===== src/rtl/alu_share_arbiter_pkg.sv =====
// Shared definitions for the ALU sharing arbiter: ALUop codes, requester ids
// and the two-way round-robin pick function.
package alu_share_arbiter_pkg;

    localparam logic [3:0] ALU_EQ  = 4'd0;
    localparam logic [3:0] ALU_NE  = 4'd1;
    localparam logic [3:0] ALU_LT  = 4'd2;
    localparam logic [3:0] ALU_LTU = 4'd3;
    localparam logic [3:0] ALU_GE  = 4'd4;
    localparam logic [3:0] ALU_GEU = 4'd5;
    localparam logic [3:0] ALU_ADD = 4'd6;
    localparam logic [3:0] ALU_LUI = 4'd7;
    localparam logic [3:0] ALU_XOR = 4'd8;
    localparam logic [3:0] ALU_OR  = 4'd9;
    localparam logic [3:0] ALU_AND = 4'd10;
    localparam logic [3:0] ALU_SLL = 4'd11;
    localparam logic [3:0] ALU_SRA = 4'd12;
    localparam logic [3:0] ALU_SRL = 4'd13;
    localparam logic [3:0] ALU_SUB = 4'd14;
    localparam logic [3:0] ALU_NOP = 4'd15;

    typedef logic req_id_t;

    localparam req_id_t REQ_PIPE = 1'b0;
    localparam req_id_t REQ_BR   = 1'b1;

    // Winner among two requesters; on contention the one not served last wins.
    function automatic req_id_t rr_pick(input logic [1:0] req, input req_id_t last);
        req_id_t w;
        case (req)
            2'b01:   w = REQ_PIPE;
            2'b10:   w = REQ_BR;
            2'b11:   w = ~last;
            default: w = REQ_PIPE;
        endcase
        return w;
    endfunction

endpackage


===== src/rtl/alu_share_arbiter_if.sv =====
// Request/response bundle between the two ALU requesters, the result
// consumer and the sharing arbiter.
interface alu_share_arbiter_if #(
    parameter int WIDTH = 32,
    parameter int OPW   = 4
);
    logic             req0_valid;
    logic             req0_ready;
    logic [WIDTH-1:0] req0_a;
    logic [WIDTH-1:0] req0_b;
    logic [OPW-1:0]   req0_op;
    logic             req1_valid;
    logic             req1_ready;
    logic [WIDTH-1:0] req1_a;
    logic [WIDTH-1:0] req1_b;
    logic [OPW-1:0]   req1_op;
    logic             resp_valid;
    logic             resp_ready;
    logic             resp_id;
    logic [WIDTH-1:0] resp_data;

    modport master (
        output req0_valid, req0_a, req0_b, req0_op,
        input  req0_ready,
        output req1_valid, req1_a, req1_b, req1_op,
        input  req1_ready,
        input  resp_valid, resp_id, resp_data,
        output resp_ready
    );

    modport slave (
        input  req0_valid, req0_a, req0_b, req0_op,
        output req0_ready,
        input  req1_valid, req1_a, req1_b, req1_op,
        output req1_ready,
        output resp_valid, resp_id, resp_data,
        input  resp_ready
    );
endinterface


===== src/rtl/alu_share_arbiter_rr_arb2.sv =====
// Two-way round-robin grant logic; remembers the last winner so contention
// alternates. Reused for other two-port sharing blocks.
module rr_arb2
    import alu_share_arbiter_pkg::*;
(
    input  logic       clk,
    input  logic       rst,
    input  logic [1:0] req_i,
    input  logic       en_i,
    output logic [1:0] gnt_o,
    output req_id_t    winner_o
);
    req_id_t last_q;
    req_id_t last_d;

    // Grant decode: one-hot grant to the picked requester when enabled.
    always_comb begin
        winner_o = rr_pick(req_i, last_q);
        gnt_o    = 2'b00;
        last_d   = last_q;
        if (en_i && (req_i != 2'b00)) begin
            gnt_o[winner_o] = 1'b1;
            last_d          = winner_o;
        end else begin
            gnt_o  = 2'b00;
            last_d = last_q;
        end
    end

    // Last-winner register; reset favours requester 0 on the first contention.
    always_ff @(posedge clk) begin
        if (rst) begin
            last_q <= REQ_BR;
        end else begin
            last_q <= last_d;
        end
    end
endmodule


===== src/rtl/alu_share_arbiter.sv =====
// Shares one combinational ALU between the execute stage and the branch
// helper, capturing the result into a one-entry response register.
module alu_share_arbiter
    import alu_share_arbiter_pkg::*;
#(
    parameter int WIDTH = 32,
    parameter int OPW   = 4,
    parameter int CNT_W = 16
) (
    input  logic                 clk,
    input  logic                 rst,
    alu_share_arbiter_if.slave   bus,
    output logic [WIDTH-1:0]     alu_a_o,
    output logic [WIDTH-1:0]     alu_b_o,
    output logic [OPW-1:0]       alu_op_o,
    input  logic [WIDTH-1:0]     alu_out_i,
    output logic [CNT_W-1:0]     grant_cnt0_o,
    output logic [CNT_W-1:0]     grant_cnt1_o
);
    localparam logic [CNT_W-1:0] CNT_MAX = {CNT_W{1'b1}};

    logic             resp_valid_q;
    req_id_t          resp_id_q;
    logic [WIDTH-1:0] resp_data_q;
    logic [CNT_W-1:0] cnt0_q, cnt0_d;
    logic [CNT_W-1:0] cnt1_q, cnt1_d;
    logic             en_s;
    logic [1:0]       gnt_s;
    req_id_t          winner_s;

    // Accept-and-drain in one cycle keeps throughput at one op per cycle;
    // nothing is granted while reset is asserted.
    assign en_s = (!resp_valid_q || bus.resp_ready) && !rst;

    rr_arb2 u_arb (
        .clk      (clk),
        .rst      (rst),
        .req_i    ({bus.req1_valid, bus.req0_valid}),
        .en_i     (en_s),
        .gnt_o    (gnt_s),
        .winner_o (winner_s)
    );

    assign bus.req0_ready = gnt_s[0];
    assign bus.req1_ready = gnt_s[1];
    assign bus.resp_valid = resp_valid_q;
    assign bus.resp_id    = resp_id_q;
    assign bus.resp_data  = resp_data_q;
    assign grant_cnt0_o   = cnt0_q;
    assign grant_cnt1_o   = cnt1_q;

    // ALU operand mux; idle drives zeros and the NOP code so the ALU inputs stay deterministic.
    always_comb begin
        alu_a_o  = '0;
        alu_b_o  = '0;
        alu_op_o = OPW'(ALU_NOP);
        if (gnt_s[0]) begin
            alu_a_o  = bus.req0_a;
            alu_b_o  = bus.req0_b;
            alu_op_o = bus.req0_op;
        end else if (gnt_s[1]) begin
            alu_a_o  = bus.req1_a;
            alu_b_o  = bus.req1_b;
            alu_op_o = bus.req1_op;
        end else begin
            alu_a_o  = '0;
            alu_b_o  = '0;
            alu_op_o = OPW'(ALU_NOP);
        end
    end

    // Saturating grant counters.
    always_comb begin
        cnt0_d = cnt0_q;
        cnt1_d = cnt1_q;
        if (gnt_s[0] && (cnt0_q != CNT_MAX)) begin
            cnt0_d = cnt0_q + CNT_W'(1);
        end else begin
            cnt0_d = cnt0_q;
        end
        if (gnt_s[1] && (cnt1_q != CNT_MAX)) begin
            cnt1_d = cnt1_q + CNT_W'(1);
        end else begin
            cnt1_d = cnt1_q;
        end
    end

    // Response register and counters.
    always_ff @(posedge clk) begin
        if (rst) begin
            resp_valid_q <= 1'b0;
            resp_id_q    <= REQ_PIPE;
            resp_data_q  <= '0;
            cnt0_q       <= '0;
            cnt1_q       <= '0;
        end else begin
            cnt0_q <= cnt0_d;
            cnt1_q <= cnt1_d;
            if (gnt_s != 2'b00) begin
                resp_valid_q <= 1'b1;
                resp_id_q    <= winner_s;
                resp_data_q  <= alu_out_i;
            end else if (resp_valid_q && bus.resp_ready) begin
                resp_valid_q <= 1'b0;
            end else begin
                resp_valid_q <= resp_valid_q;
            end
        end
    end
endmodule


===== src/flat_wrapper.sv =====
// flat-port wrapper written by rule: the top's interface ports become plain ports
module alu_share_arbiter_flat import alu_share_arbiter_pkg::*;
#(
    parameter int WIDTH = 32,
    parameter int OPW   = 4,
    parameter int CNT_W = 16
)
  (clk, rst, alu_a_o, alu_b_o, alu_op_o, alu_out_i, grant_cnt0_o, grant_cnt1_o, bus_req0_valid, bus_req0_a, bus_req0_b, bus_req0_op, bus_req0_ready, bus_req1_valid, bus_req1_a, bus_req1_b, bus_req1_op, bus_req1_ready, bus_resp_valid, bus_resp_id, bus_resp_data, bus_resp_ready);
  alu_share_arbiter_if #(.WIDTH(WIDTH), .OPW(OPW)) bus_i ();
  input  logic clk;
  input  logic rst;
  output logic [WIDTH-1:0] alu_a_o;
  output logic [WIDTH-1:0] alu_b_o;
  output logic [OPW-1:0] alu_op_o;
  input  logic [WIDTH-1:0] alu_out_i;
  output logic [CNT_W-1:0] grant_cnt0_o;
  output logic [CNT_W-1:0] grant_cnt1_o;
  input wire logic [$bits(bus_i.req0_valid)-1:0] bus_req0_valid;
  input wire logic [$bits(bus_i.req0_a)-1:0] bus_req0_a;
  input wire logic [$bits(bus_i.req0_b)-1:0] bus_req0_b;
  input wire logic [$bits(bus_i.req0_op)-1:0] bus_req0_op;
  output wire logic [$bits(bus_i.req0_ready)-1:0] bus_req0_ready;
  input wire logic [$bits(bus_i.req1_valid)-1:0] bus_req1_valid;
  input wire logic [$bits(bus_i.req1_a)-1:0] bus_req1_a;
  input wire logic [$bits(bus_i.req1_b)-1:0] bus_req1_b;
  input wire logic [$bits(bus_i.req1_op)-1:0] bus_req1_op;
  output wire logic [$bits(bus_i.req1_ready)-1:0] bus_req1_ready;
  output wire logic [$bits(bus_i.resp_valid)-1:0] bus_resp_valid;
  output wire logic [$bits(bus_i.resp_id)-1:0] bus_resp_id;
  output wire logic [$bits(bus_i.resp_data)-1:0] bus_resp_data;
  input wire logic [$bits(bus_i.resp_ready)-1:0] bus_resp_ready;
  assign bus_i.req0_valid = bus_req0_valid;
  assign bus_i.req0_a = bus_req0_a;
  assign bus_i.req0_b = bus_req0_b;
  assign bus_i.req0_op = bus_req0_op;
  assign bus_req0_ready = bus_i.req0_ready;
  assign bus_i.req1_valid = bus_req1_valid;
  assign bus_i.req1_a = bus_req1_a;
  assign bus_i.req1_b = bus_req1_b;
  assign bus_i.req1_op = bus_req1_op;
  assign bus_req1_ready = bus_i.req1_ready;
  assign bus_resp_valid = bus_i.resp_valid;
  assign bus_resp_id = bus_i.resp_id;
  assign bus_resp_data = bus_i.resp_data;
  assign bus_i.resp_ready = bus_resp_ready;
  alu_share_arbiter #(.WIDTH(WIDTH), .OPW(OPW), .CNT_W(CNT_W)) u_core (.clk(clk), .rst(rst), .bus(bus_i), .alu_a_o(alu_a_o), .alu_b_o(alu_b_o), .alu_op_o(alu_op_o), .alu_out_i(alu_out_i), .grant_cnt0_o(grant_cnt0_o), .grant_cnt1_o(grant_cnt1_o));
endmodule

===== config.mk =====
export PLATFORM = sky130hd
export DESIGN_NAME = alu_share_arbiter_flat
export DESIGN_NICKNAME = d
export VERILOG_FILES = /design/src/rtl/alu_share_arbiter_pkg.sv /design/src/rtl/alu_share_arbiter_if.sv /design/src/rtl/alu_share_arbiter_rr_arb2.sv /design/src/rtl/alu_share_arbiter.sv /design/src/flat_wrapper.sv
export SDC_FILE = /design/constraint.sdc
export NUM_CORES = 1
export LEC_CHECK = 0
export BUFFER_PORTS_ARGS = -buffer_cell sky130_fd_sc_hd__buf_2
export CELL_PAD_IN_SITES_DETAIL_PLACEMENT = 1
export CELL_PAD_IN_SITES_GLOBAL_PLACEMENT = 1
export CORE_AREA = 10 10 154 120
export CTS_CLUSTER_DIAMETER = 40
export DETAILED_ROUTE_END_ITERATION = 8
export DIE_AREA = 0 0 164 130
export PLACE_DENSITY = 0.8
export SLEW_MARGIN = 40
export SYNTH_ARGS = -nofsm -noshare
export SYNTH_HDL_FRONTEND = slang
export SYNTH_SLANG_ARGS = --single-unit

===== constraint.sdc =====
create_clock -name clk -period 1.6 [get_ports clk]
set_clock_uncertainty 0.05 [all_clocks]
set_input_delay 0.32 -clock clk [delete_from_list [all_inputs] [get_ports clk]]
set_output_delay 0.32 -clock clk [all_outputs]
set_load 0.01 [all_outputs]

==> results of run 1 <==
[per-layer routing]
metal | GRT usage (%) | part of all wire [%]
met5 | 0 | 0
met4 | 7.24 | 2.9
met3 | 6.89 | 8.5
met2 | 34.4 | 53
met1 | 18.4 | 36
[cells by family after synthesis]
| kind of cell | share of synthesized area (%) |
|---|---|
| AO/OA/AOI/OAI | 21.0 |
| XOR/XNOR | 5.27 |
| buffers and inverters | 4.34 |
| adder cells (fa/ha/maj) | 0.717 |
| AND/OR/NAND/NOR | 28.8 |
| multiplexers | 1.47 |
| flip-flops | 38.4 |
[timing repair]
action                                  in CTS  in global routing
endpoints found under the setup margin      83                101
setup buffers                                7                 20
cloned                                       1                  3
hold endpoints to repair                     0                  0
hold buffers                                 0                  0
gates resized for setup                     65                 76
pin swaps                                   17                 41
[area by class of cell]
class,count,area share (%)
Antenna cell,8,0.284
Clock buffer,14,3.74
Clock inverter,2,0.142
Inverter,5,0.514
Multi-Input combinational cell,307,33.6
Sequential cell,67,19.5
Tap cell,210,3.72
Timing Repair Buffer,404,38.5
Timing Repair inverter,1,0.0887
[power groups by stage]
stage | combinational, mW | clock (mW) | sequential, mW
finish | 1.19 | 1.88 | 1.80
global route | 1.29 | 2.01 | 1.81
detailed placement | 1.03 | 0 | 1.84
global placement | 1.02 | 0 | 1.83
floorplan | 0.407 | 0 | 1.87
CTS | 1.11 | 1.91 | 1.80
[synthesized netlist by cell type (2+ instances only)]
cell type  instances
nand2_1           77
dfxtp_1           67
a22o_1            64
nand3_1           39
nor2_1            25
xnor2_1           18
clkbuf_1          11
buf_2             10
a21oi_1            8
nand4_1            7
nor4_1             7
buf_1              6
nor3_1             6
o21ai_0            5
mux2i_1            4
o22a_1             4
or3_1              4
inv_2              3
nand3_2            3
xor2_1             3
and4_1             2
ha_1               2
nand4_2            2
nor4_2             2
nor4b_2            2
[final timing paths]
check	depth (start not counted)	to	slack (ns)	startpoint
hold / removal	3	u_core.bus.resp_data[2]	0.11	alu_out_i[2]
setup / recovery	6	alu_b_o[18]	-0.39	u_core.u_arb.last_q
hold reg to reg	2	u_core.bus.resp_data[20]	0.40	u_core.bus.resp_data[20]
setup reg to reg	7	u_core.grant_cnt1_o[3]	-0.22	u_core.grant_cnt1_o[0]
[registers in the layout, summed over array words and instances (netlist names)]
| name | flops |
|---|---|
| u_core.u_arb.last_q | 1 |
| u_core.bus.resp_data | 32 |
| u_core.grant_cnt1_o | 16 |
| u_core.grant_cnt0_o | 16 |
| u_core.bus.resp_id | 1 |
| u_core.bus.resp_valid | 1 |
[worst max-delay path, delay by kind of cell (launching register included)]
family / cells / cell delay (ns)
buffers and inverters: 3 / 0.42
flip-flops: 1 / 0.37
AND/OR/NAND/NOR: 2 / 0.30
AO/OA/AOI/OAI: 1 / 0.17
[placed cells by master, fill, tap and decap left out, drive strengths merged, types with 2 or more instances in the layout]
cell | netlist | final
nor4 | 10 | 10
buf | 18 | 401
nand3 | 42 | 42
nand2b | 2 | 2
ha | 2 | 2
a21oi | 8 | 8
or3 | 4 | 4
diode | 0 | 8
dfxtp | 67 | 67
o21ai | 5 | 5
clkinv | 1 | 2
clkbuf | 11 | 17
and3 | 2 | 2
o22a | 4 | 4
nand4 | 10 | 10
xnor2 | 18 | 18
inv | 4 | 6
nor4b | 3 | 3
nor3 | 7 | 7
xor2 | 3 | 3
nand2 | 77 | 77
and4 | 3 | 3
mux2i | 4 | 4
nor2 | 26 | 26
a22o | 64 | 64
[through the flow]
stage / setup slack [ns] / TNS (ns) / power, mW / cells / hold WS (ns)
5_1_grt: -0.460 / -34.96 / 5.11 / 1018 / 0.122
4_1_cts: -0.398 / -26.07 / 4.82 / 988 / 0.0978
2_1_floorplan: -0.00969 / -0.00969 / 2.28 / 408 / 0.369
6_report: -0.386 / -27.50 / 4.87 / 1018 / 0.112
3_3_place_gp: -0.227 / -13.81 / 2.85 / 964 / 0.388
3_5_place_dp: -0.245 / -14.44 / 2.87 / 964 / 0.393
==> flow_summary.ini, run 1 <==
[power]
power_switching_mw = 1.38
cellPowerDensity_nw_per_um2 = 690
swShare_pct = 28.4
power.leakage_nw = 3.54
power_frac_seq_pct = 37.0
p_comb_share_pct = 24.4
clockPowerShare_pct = 38.6
internal-power_mw = 3.49
ir_drop_mv = 0.576

[logic_synthesis]
synth-seq-cells = 67
synth_area_um2 = 3490
yosysTopAreaCellShare_pct = 38.4
yosysWarningCount = 0
synthArstFlopShare_pct = 0
synth.area.top_cells = dfxtp_1, a22o_1, nand2_1, nand3_1, xnor2_1
synth_cells = 408
synth_ff_type = dfxtp_1
synth_area_per_cell_um2 = 8.56
synth_edf_count = 0
syn_nets = 583
synth_area_leader_cell = dfxtp_1
synth.distinct_cells = 52
ys_seq_area_share_pct = 38.4

[placement]
dp_hpwl_mm = 17.0
place.gp.congestion = 0.955
place_area_um2 = 5800
port_buffers = 308

[cells_and_area]
multiInputGateArea_um2 = 2370
synthToLayoutAreaGrowth_pct = 102
fillers = 1926
postLayoutCellArea_um2 = 7060
utilization_pct = 45.2
num-nets-final = 970
seqCellArea_um2 = 1370
layout-drive-gt1-share_pct = 61.6

[floorplan]
io_pins = 309
die_w_um = 164
die_h_um = 130
core_um2 = 15600
rows = 40
start_util_pct = 22.4
dieArea_um2 = 21300

[critical_path]
cp_slowest_cell = dfxtp_4
cpMostUsedCell = buf_6
startpoint_type = flip-flop
crit_chain = nand2b_4 > nand4_4 > inv_8 > buf_6 > a22o_1 > buf_6
cpPeakStageDelay_ns = 0.37
cp_data_arrival_time_ns = 1.62
path_class = flip-flop to primary output
crit_path_end_kind = primary output
required_ns = 1.23
critPathMaxFanout = 6

[clocking]
clockBufferDepth = 2
clk_pin_slew_ns = 0.06
cts.sinks = 67
cts_buffers = 9
cts_tree = built
cts-root-buf = clkbuf_16
clk-insertion-delay-late_ns = 0.34
htree_levels = 3

[sta]
fmax_mhz = 504
tightest_slew_ns = 0.377
setup_slack_ns = -0.386
finalSetupViolCount = 100
fin_crit_ns = 1.99
drv_slew = 0
rsz0062_at_grt = yes
max_slew_margin_pct = 74.8
finalHoldViolations = 0
timing.final.crit_share_pct = 124

[hold_path]
hold_class = input pin to flip-flop

[grt]
grt_pass1_wl_mm = 30.2
grt_pass1_vias = 5103
grt_usage_pct = 18.5
antenna_found_initial = 8
grt_max_degree = 44
overflow = 0

[status]
violations = negative setup slack
status = complete, but fails checks

[detailed_routing]
drt-vias-per-instance = 4.78
wl_mm = 22.7
drc = 0
drt_iter0_drc = 330
vias = 4862
detail_route.first_pass.iterations = 4
routedWlPerCell_um = 22.3
ant_nets = 0

[run]
cap_violations = 0
Note: power is estimated with default switching activity, not from simulation.
==> run 2: changes to the inputs <==
Settings changed: ABC_AREA from default to 1, ABC_CLOCK_PERIOD_IN_PS from default to 1600, CORE_AREA 10 10 154 120 to 10 10 161 125, DIE_AREA 0 0 164 130 to 0 0 171 135, TNS_END_PERCENT from default to 30.
==> flow_summary.ini, run 2 <==
[status]
status = complete, but fails checks
violations = negative setup slack

[detailed_routing]
drt-vias-per-instance = 4.59
routedWlPerCell_um = 19.2
drc = 0
drt_iter0_drc = 225
ant_nets = 0
vias = 5154
wl_mm = 21.6
detail_route.first_pass.iterations = 4

[sta]
fin_crit_ns = 2.04
setup_slack_ns = -0.437
finalHoldViolations = 0
fmax_mhz = 491
drv_slew = 0
finalSetupViolCount = 70
timing.final.crit_share_pct = 127
max_slew_margin_pct = 63.3
rsz0062_at_grt = yes
tightest_slew_ns = 0.550

[critical_path]
crit_chain = nand2_2 > nand2_2 > inv_4 > nand2_4 > clkinv_8 > buf_12 > buf_12 > a22o_1 > buf_2
critPathMaxFanout = 14
startpoint_type = flip-flop
crit_path_end_kind = primary output
critPathTopFamily = buffers and inverters
path_class = flip-flop to primary output
cp_slowest_cell = dfxtp_2
r2r_slack_ns = 0.02
required_ns = 1.23
cp_data_arrival_time_ns = 1.67
cpPeakStageDelay_ns = 0.33
critical_path_buf_inv_count = 5

[power]
clockPowerShare_pct = 38.3
swShare_pct = 30.5
ir_drop_mv = 0.454
power.leakage_nw = 3.44
p_comb_share_pct = 24.9
internal-power_mw = 3.41
cellPowerDensity_nw_per_um2 = 755
power_switching_mw = 1.50
power_frac_seq_pct = 36.8

[logic_synthesis]
synth_area_um2 = 3850
synth_ff_type = dfxtp_1
yosysWarningCount = 0
synth.distinct_cells = 28
synth_most_common_cell = nand2_1
synthArstFlopShare_pct = 0
synth.area.top_cells = dfxtp_1, nand2_1, a22o_1, nand3_1, nor2_1
synth_cells = 551
synth.top_cells.by_count = nand2_1, dfxtp_1, a22o_1, nand3_1, nor2_1
ys_seq_area_share_pct = 34.9
synth_edf_count = 0
synth_area_per_cell_um2 = 6.98
synth-seq-cells = 67
synth_area_leader_cell = dfxtp_1
yosysTopAreaCellShare_pct = 34.9
syn_nets = 726

[cells_and_area]
utilization_pct = 38.6
final_common_cell = buf_2
postLayoutCellArea_um2 = 6500
largest_register_ffs = 32
final_cell_mix = buf_2, nand2_1, a22o_1
fin_cells = 1123
synthToLayoutAreaGrowth_pct = 69.0
num-nets-final = 1073
fillers = 2196
layout-drive-gt1-share_pct = 46.2

[floorplan]
rows = 41
core_um2 = 16800
die_h_um = 135
die_w_um = 171
dieArea_um2 = 23100
start_util_pct = 22.9
io_pins = 309

[clocking]
hold_buffers = 0
htree_levels = 3
clk-insertion-delay-late_ns = 0.34
clk_pin_slew_ns = 0.06
cts-root-buf = clkbuf_16
cts_tree = built
cts_buffers = 9
clockBufferDepth = 2
cts.sinks = 67

[hold_path]
hold_class = input pin to flip-flop

[placement]
port_buffers = 308
dp_slack_ns = -0.227
place_area_um2 = 5960
place.gp.congestion = 0.971
dp_hpwl_mm = 18.0
placed_cells = 1097

[grt]
grt_pass1_vias = 5257
grt_pass1_wl_mm = 30.9
grt_usage_pct = 17.4
overflow = 0
antenna_found_initial = 5
grt_max_degree = 47

[run]
cap_violations = 0
-- run 2: cell types whose count changed in the layout (fill, tap and decap cells not counted), moves of 20 or more --
cell	before	now
nand2_1	76	171
buf_6	59	13
inv_1	1	32
buf_2	272	297
nor2_1	24	45
a21oi_1	2	22
-- run 2: final cells by class --
type / instances / area [um^2] / area share, %
flip-flops and latches: 67 / 1350 / 20.7
repair buffers: 367 / 2200 / 33.8
diodes: 5 / 12.5 / 0.192
clock buffers: 9 / 225 / 3.46
multi-input cells: 415 / 2240 / 34.4
well taps: 215 / 269 / 4.14
inverters: 38 / 158 / 2.42
clock inverters: 7 / 52.6 / 0.808
-- run 2: timing repair --
action	in CTS	in global routing
setup endpoints to repair	80	100
resized for setup	20	32
cloned	2	0
pin swaps	4	2
setup buffers	1	2
-- run 2: final timing paths --
kind / cells after the start / to / startpoint
worst max-delay path: 9 / alu_b_o[4] / u_core.u_arb.last_q
worst min-delay path: 3 / u_core.bus.resp_data[4] / alu_out_i[4]
worst max register to register: 10 / u_core.grant_cnt0_o[11] / u_core.u_arb.last_q
worst min register to register: 2 / u_core.bus.resp_data[28] / u_core.bus.resp_data[28]
-- run 2: metrics by stage --
stage / hold slack [ns] / TNS (ns) / power, mW
finish: 0.122 / -26.36 / 4.91
global route: 0.114 / -32.82 / 5.17
CTS: 0.106 / -26.78 / 4.97
detailed placement: 0.405 / -13.56 / 3.00
global placement: 0.397 / -12.46 / 2.98
floorplan: 0.339 / 0 / 2.35
-- run 2: cell families after synthesis --
kind of cell | synth area share [%]
flops | 34.9
fa+ha+maj | 0.651
compound gates | 19.4
simple gates | 34.5
xor+xnor | 2.28
buf+inv | 8.39
-- run 2: per-layer routing --
| metal | share of wire (%) | vias to the layer above | track usage [%] |
|---|---|---|---|
| li1 | - | 2552 | - |
| met1 | 37 | 2405 | 17.7 |
| met2 | 53 | 176 | 31.7 |
| met3 | 8.5 | 21 | 6.46 |
| met4 | 2.0 | 0 | 6.46 |
| met5 | 0 | - | 0 |
-- run 2: power groups by stage --
stage | registers, mW | logic, mW | clock network, mW
finish | 1.81 | 1.22 | 1.88
global route | 1.82 | 1.33 | 2.02
global placement | 1.83 | 1.15 | 0
floorplan | 1.88 | 0.464 | 0
CTS | 1.80 | 1.21 | 1.96
detailed placement | 1.84 | 1.16 | 0
-- run 2: worst min-delay path: cells and delay by family --
| family | cells | cell delay (ns) |
|---|---|---|
| buf+inv | 1 | 0.07 |
| simple gates | 2 | 0.09 |
